==> src/rtl/nn_mac_sequencer.sv <==
// nn_mac_sequencer
// Time-multiplexed fully-connected layer controller. One signed MAC is shared
// across every output node: for each node the sequencer streams INP_NODES
// (input, weight) address pairs, accumulates the products and writes one
// shifted, ReLU-clamped, saturated result into the output register file.
//
// Ports
//   clk_i        rising-edge clock
//   reset_i      asynchronous active-high reset
//   start_i      begin a layer (sampled in IDLE only)
//   abort_i      synchronous cancel of a running layer
//   busy_o       high from the cycle after start acceptance through DONE
//   done_o       one-cycle completion pulse
//   inp_addr_o   input buffer read address (data returns one cycle later)
//   inp_data_i   unsigned input activation
//   w_addr_o     weight ROM address, node*INP_NODES + i (running counter)
//   w_data_i     signed weight (returns one cycle after w_addr_o)
//   out_we_o     output register write strobe
//   out_addr_o   output node index
//   out_data_o   clamped result
//
// state | meaning
// IDLE  | waiting for start
// RUN   | issuing one address pair per cycle for the current node
// DRAIN | absorbing the last product still in flight
// WRITE | result strobe for the current node
// DONE  | one-cycle completion pulse
`default_nettype none

module nn_mac_sequencer #(
    parameter int unsigned INP_BITS  = 6,
    parameter int unsigned W_BITS    = 8,
    parameter int unsigned OUT_BITS  = 10,
    parameter int unsigned INP_NODES = 381,
    parameter int unsigned OUT_NODES = 10,
    parameter int unsigned ACC_BITS  = 24,
    parameter int unsigned OUT_SHIFT = 0,
    localparam int unsigned IA_W = $clog2(INP_NODES),
    localparam int unsigned WA_W = $clog2(INP_NODES * OUT_NODES),
    localparam int unsigned OA_W = (OUT_NODES > 1) ? $clog2(OUT_NODES) : 1
) (
    input  logic                clk_i,
    input  logic                reset_i,
    input  logic                start_i,
    input  logic                abort_i,
    output logic                busy_o,
    output logic                done_o,
    output logic [IA_W-1:0]     inp_addr_o,
    input  logic [INP_BITS-1:0] inp_data_i,
    output logic [WA_W-1:0]     w_addr_o,
    input  logic [W_BITS-1:0]   w_data_i,
    output logic                out_we_o,
    output logic [OA_W-1:0]     out_addr_o,
    output logic [OUT_BITS-1:0] out_data_o
);

    localparam int unsigned P_W = INP_BITS + W_BITS + 1;
    localparam logic signed [ACC_BITS-1:0] OUT_MAX = ACC_BITS'((64'd1 << OUT_BITS) - 64'd1);

    typedef enum logic [2:0] {
        S_IDLE  = 3'd0,
        S_RUN   = 3'd1,
        S_DRAIN = 3'd2,
        S_WRITE = 3'd3,
        S_DONE  = 3'd4
    } state_t;

    state_t                      state_q;
    logic                        busy_q;
    logic                        done_q;
    logic                        out_we_q;
    logic                        rd_valid_q;
    logic [IA_W-1:0]             inp_addr_q;
    logic [WA_W-1:0]             w_addr_q;
    logic [OA_W-1:0]             node_q;
    logic [OUT_BITS-1:0]         out_data_q;
    logic signed [ACC_BITS-1:0]  acc_q;

    logic signed [P_W-1:0]       inp_ext;
    logic signed [P_W-1:0]       w_ext;
    logic signed [P_W-1:0]       prod;
    logic signed [ACC_BITS-1:0]  acc_d;
    logic signed [ACC_BITS-1:0]  acc_sh;
    logic [OUT_BITS-1:0]         out_sat;
    logic                        last_i;
    logic                        last_node;

    // Activation is unsigned: a zero guard bit keeps it positive in the signed product.
    assign inp_ext = P_W'($signed({1'b0, inp_data_i}));
    assign w_ext   = P_W'($signed(w_data_i));
    assign prod    = inp_ext * w_ext;

    assign last_i    = (inp_addr_q == IA_W'(INP_NODES - 1));
    assign last_node = (node_q == OA_W'(OUT_NODES - 1));

    // acc_d already contains the product landing this cycle, so the DRAIN
    // cycle can register the final result without an extra pipeline stage.
    always_comb begin
        acc_d   = acc_q;
        acc_sh  = '0;
        out_sat = '0;
        if (rd_valid_q) begin
            acc_d = acc_q + ACC_BITS'(prod);
        end
        acc_sh = acc_d >>> OUT_SHIFT;
        if (acc_sh[ACC_BITS-1]) begin
            out_sat = '0;
        end else if (acc_sh > OUT_MAX) begin
            out_sat = '1;
        end else begin
            out_sat = acc_sh[OUT_BITS-1:0];
        end
    end

    always_ff @(posedge clk_i or posedge reset_i) begin
        if (reset_i) begin
            state_q    <= S_IDLE;
            busy_q     <= 1'b0;
            done_q     <= 1'b0;
            out_we_q   <= 1'b0;
            rd_valid_q <= 1'b0;
            inp_addr_q <= '0;
            w_addr_q   <= '0;
            node_q     <= '0;
            out_data_q <= '0;
            acc_q      <= '0;
        end else begin
            out_we_q   <= 1'b0;
            done_q     <= 1'b0;
            acc_q      <= acc_d;
            rd_valid_q <= (state_q == S_RUN) && !abort_i;

            case (state_q)
                S_IDLE: begin
                    if (start_i) begin
                        state_q    <= S_RUN;
                        busy_q     <= 1'b1;
                        node_q     <= '0;
                        inp_addr_q <= '0;
                        w_addr_q   <= '0;
                        acc_q      <= '0;
                    end
                end
                S_RUN: begin
                    if (abort_i) begin
                        state_q <= S_IDLE;
                        busy_q  <= 1'b0;
                    end else if (last_i) begin
                        state_q <= S_DRAIN;
                    end else begin
                        inp_addr_q <= inp_addr_q + IA_W'(1);
                        w_addr_q   <= w_addr_q + WA_W'(1);
                    end
                end
                S_DRAIN: begin
                    if (abort_i) begin
                        state_q <= S_IDLE;
                        busy_q  <= 1'b0;
                    end else begin
                        state_q    <= S_WRITE;
                        out_we_q   <= 1'b1;
                        out_data_q <= out_sat;
                    end
                end
                S_WRITE: begin
                    if (abort_i) begin
                        state_q <= S_IDLE;
                        busy_q  <= 1'b0;
                    end else if (last_node) begin
                        state_q <= S_DONE;
                        done_q  <= 1'b1;
                    end else begin
                        // w_addr keeps counting into the next node's weight row.
                        state_q    <= S_RUN;
                        node_q     <= node_q + OA_W'(1);
                        inp_addr_q <= '0;
                        w_addr_q   <= w_addr_q + WA_W'(1);
                        acc_q      <= '0;
                    end
                end
                S_DONE: begin
                    state_q <= S_IDLE;
                    busy_q  <= 1'b0;
                end
                default: begin
                    state_q <= S_IDLE;
                    busy_q  <= 1'b0;
                end
            endcase
        end
    end

    assign busy_o     = busy_q;
    assign done_o     = done_q;
    assign out_we_o   = out_we_q;
    assign inp_addr_o = inp_addr_q;
    assign w_addr_o   = w_addr_q;
    assign out_addr_o = node_q;
    assign out_data_o = out_data_q;

endmodule

`default_nettype wire

==> config.mk <==
export PLATFORM = sky130hd
export DESIGN_NAME = nn_mac_sequencer
export DESIGN_NICKNAME = d
export VERILOG_FILES = /design/src/rtl/nn_mac_sequencer.sv
export SDC_FILE = /design/constraint.sdc
export NUM_CORES = 1
export LEC_CHECK = 0
export CAP_MARGIN = 10
export CORE_ASPECT_RATIO = 1.75
export CORE_MARGIN = 5
export CORE_UTILIZATION = 25
export DETAILED_ROUTE_END_ITERATION = 10
export SYNTH_ARGS = -nofsm -noshare
export SYNTH_HDL_FRONTEND = slang
export SYNTH_SLANG_ARGS = --single-unit
==> constraint.sdc <==
create_clock -name clk_i -period 8.15 [get_ports clk_i]
set_input_delay 1.63 -clock clk_i [delete_from_list [all_inputs] [get_ports clk_i]]
set_output_delay 1.63 -clock clk_i [all_outputs]
set_load 0.01 [all_outputs]
==> results.md <==
- Compared with the post-synthesis result, the final layout area differs by 18.19%.
- The placement-stage cell area is 0.007980 sq mm.
- Clock tree synthesis found a total of 66 sinks.
- Of the cells placed in the final design, the portion with a size suffix greater than 1 is 5.364%.
- Gates resized during post-CTS repair numbered 0.
- The peak ir drop on the vdd network is 0.1417 mV.
- The count of pins on the block boundary is 56.
- After layout, the worst path uses 93.67% of the clock period.
- The number of input and output port buffers inserted is 55.
- After detailed routing, the number of remaining DRC violations is 0.
- The final-report setup violation count is 0.
- The count of maximum capacitance violations is 0.
- dfrtp_1 takes more of the synthesized area than any other cell.
- Counting instances, the worst hold path has a depth of 2.
- Clock tree synthesis inserted a total of 9 buffers.
- After synthesis the netlist holds a flip-flop and latch count of 66.
- Once the floorplan was initialized, standard cells occupied 25.24% of the core.
- The pre-antenna-repair detailed-routing pass consisted of 4 iterations.
- The count of final hold-check violations came to 0.
- Setup repair after global routing left no endpoint under its margin.
- The count of hold-fix buffers inserted at cts is 0.
- The deepest clock path buffer count is 2.
- The clock root buffer master is clkbuf_16.
- The startpoint of the lowest-slack hold path is out_data_o[5]$_DFFE_PP0P_.
- The most used flip-flop cell after synthesis is dfrtp_1.
- The largest single stage delay on the critical path is 0.61 ns.
- When the netlist entered floorplanning its net count stood at 927.
- The critical path start-end classification is input port to flop.
- The placeable core region is 0.02787 sq mm.
- The count of nets after finishing is 977.
- The library cell used most frequently in the layout, excluding fill and tap cells, is inv_1.
- The class of the most critical hold timing path is flop to flop.
- Together, buffers and inverters on the worst path number 6.
- The flow ran to the end, and the final reports show no timing, DRC or antenna violations.
- Clock-pin slew was measured on the worst setup and hold paths at 0.05 ns.
- The finished cells cover 0.008315 sq mm.
- The floorplan has 81 rows.
- Across the whole layout, storage elements account for 0.001652 sq mm.
- The slew of the pin with the lowest slew margin is 0.8450 ns.
- The worst setup path is launched from an input port.
- The critical path required time is 8.32 ns.
- The top cell types in the final layout, fill and taps aside, are inv_1, fa_1, dfrtp_1, nand2_1.
- The largest clock skew in the final design is 0.007070 ns.
- The total congestion overflow is 0.
- In the post-synthesis netlist, the biggest area contributors are dfrtp_1, fa_1, ha_1, inv_1, and2_1.
- The fill cell instance count of the final layout is 2,922.
- The maximum net fanout on the critical path is 10.
- The category of cells accounting for the largest share of critical-path delay is adder cells.
- The number of cells on the worst reg-to-reg path is 16.
- Clock latency on the worst-skew pair, taken at its later pin, is 0.33 ns.
- Global routing used 12.03% of the available tracks across all layers.
- The repair_antennas step left the layout with diodes totalling 0.
- The H-tree generated during clock tree synthesis spans 3 levels.
- The number of different library cells in the post-synthesis netlist is 66.
- The wire length of the first global-routing pass is 30,310 um.
- Using the TritonRoute via totals, the vias-per-cell ratio works out to 4.554.
- At the worst endpoint, the arrival time is 7.81 ns.
- Summing all multi-input logic gate instances after layout gives 0.004677 sq mm.
- Counting flops with a built-in enable in the synthesized netlist gives 0.
- The number of vias after detailed routing is 5,519.
- Detailed placement ended at an HPWL of 15,240 um.
- In this run the critical register-to-register path is captured at out_data_o[5]$_DFFE_PP0P_.
- In the final routed layout, each cell accounts on average for 15.09 um.
- The reported leakage power is 3.894 nW.
- The average instance in the mapped netlist occupies 8.974 sq um.
- After detailed routing, the total wire length is 18,290 um.
- Walking the worst path, the cells encountered are clkdlybuf4s50_1, and2_1, inv_1, fa_1, inv_1, buf_4, fa_1, fa_1, inv_1, fa_1, inv_1, ha_1, a21oi_2, o21ai_0, o21ba_2, o21ai_2, a221o_1, or4_4, nor4_4, a22oi_1.
- In this run the critical register-to-register path is launched from acc_q[9]$_DFF_PP0_.
- The normalized max-slew margin is 43.67%.
- The reg2reg setup slack is 2.98 ns.
- The largest net degree at the start of global routing is 67.
- The die covers 0.03173 sq mm.
- TritonCTS built the clock tree.
- The power per cell area is 399.1 mW/mm^2.
- The completed layout was analyzed and its total power is 3.319 mW.
- The number of antenna violations at the first check in global routing is 0.
- The worst path needs 7.634 ns of the cycle, external delays included.
- The top-area cell type share of the netlist area is 23.48%.
- The accumulated negative setup slack is 0 ns.
- STA classifies the critical path endpoint as a flop.
- The fraction of synthesis flops using an asynchronous set or reset pin is 100.0%.
- The slowest cell on the critical path is clkdlybuf4s50_1.
- Measured along the y axis, the die boundary spans 231.9 um.
- The share of the yosys chip area belonging to registers is 23.48%.
- The tightest hold path in the finished design has a slack of 0.5314 ns.
- The synthesized netlist cell count is 784.
- The die width is 136.8 um.
- The first routing iteration left 189 violations.
- The number of max-slew violations in the final report was 0.
- The synthesized netlist occupies a cell area of 0.007035 sq mm.
- The worst-case hold path end point is out_data_o[5]$_DFFE_PP0P_.
- For this run, the top clock speed supported by timing is 131.0 MHz.
- The number of global-route vias before repair is 5,868.
- The setup fix buffers added after clock tree synthesis is 0.
- The Yosys step of the flow raised 0 warnings.
- At the end of routability-driven placement, the weighted congestion stood at 0.9084.
- The number of nets with antenna violations after detailed routing is 0.
[flip-flops by register name, summed over array words and instances (netlist names), 3 cells and up]
name	cells
acc_q	24
w_addr_o	12
out_data_o	10
inp_addr_o	9
out_addr_o	4
state_q	3
[layout make-up]
cell class | count | area share, %
multi-input combinational | 545 | 56.24
sequential | 66 | 19.86
timing repair buffer | 67 | 7.704
inverter | 145 | 6.545
tap | 373 | 5.612
clock buffer | 11 | 2.799
clock inverter | 5 | 1.234
[how the worst max path moves through the flow]
stage | depth (start not counted) | to | startpoint
floorplan | 19 | out_data_o[2]$_DFFE_PP0P_ | inp_data_i[1]
global placement | 20 | out_data_o[2]$_DFFE_PP0P_ | inp_data_i[3]
detailed placement | 20 | out_data_o[7]$_DFFE_PP0P_ | w_data_i[7]
CTS | 20 | out_data_o[5]$_DFFE_PP0P_ | w_data_i[7]
global route | 19 | out_data_o[2]$_DFFE_PP0P_ | inp_data_i[2]
finish | 20 | out_data_o[5]$_DFFE_PP0P_ | w_data_i[7]
[cells in the mapped netlist, types with 3 or more instances]
cell	count
o211ai_1	4
buf_6	3
buf_2	5
a211oi_1	4
buf_4	6
nor2_1	55
and3_1	5
fa_1	70
xnor2_1	22
inv_1	144
nand4_1	16
nand2_1	64
nor3_1	13
nand3_1	19
dfrtp_1	66
mux2_2	4
mux2i_1	17
a31oi_1	4
ha_1	55
a22oi_1	10
nand2b_1	4
nand4b_1	3
a21oi_1	34
clkbuf_1	12
o21a_1	7
xor2_1	20
and2_1	39
nand3b_1	3
o21ai_2	3
o21ai_1	5
a21o_1	6
o21ai_0	18
[metal layers]
layer	up-vias	routed length [um]	track usage, %
met4	0	996	6.211
met3	43	474	1.626
met2	95	10400	23.16
met5	-	0	0
li1	2655	-	-
met1	2726	6427	12.28
[cell families (layout without fill, tap and decap cells)]
group | count (synthesis) | after routing | share of synthesized area [%]
AND/OR/NAND/NOR | 233 | 233 | 16.50
buffers and inverters | 173 | 228 | 10.12
adder cells (fa/ha/maj) | 125 | 125 | 29.70
AO/OA/AOI/OAI | 124 | 124 | 11.92
flip-flops | 66 | 66 | 23.47
XOR/XNOR | 42 | 42 | 5.228
multiplexers | 21 | 21 | 3.059
[where the power goes]
group	switching [mW]	total [mW]	internal (mW)
logic	1.43	2.38	0.943
clock network	0.139	0.437	0.298
registers	0.0923	0.506	0.414
total	1.66	3.32	1.65
[metrics by stage]
| stage | worst slack [ns] | instances | utilization, % |
|---|---|---|---|
| 4_1_cts | 0.4639 | 1212 | 29.84 |
| 3_5_place_dp | 0.1042 | 1196 | 28.63 |
| 3_3_place_gp | 0.2483 | 1196 | 28.63 |
| 2_1_floorplan | 0.9406 | 784 | - |
| 5_1_grt | 0.1483 | 1212 | 29.84 |
| 6_report | 0.5160 | 1212 | 29.84 |
[worst min-delay path: cells and delay by family, from the launching register on]
family	cells	cell delay, ns
compound gates	1	0.06
flops	1	0.37
simple gates	1	0.06
Note: power is estimated with default switching activity, not from simulation.
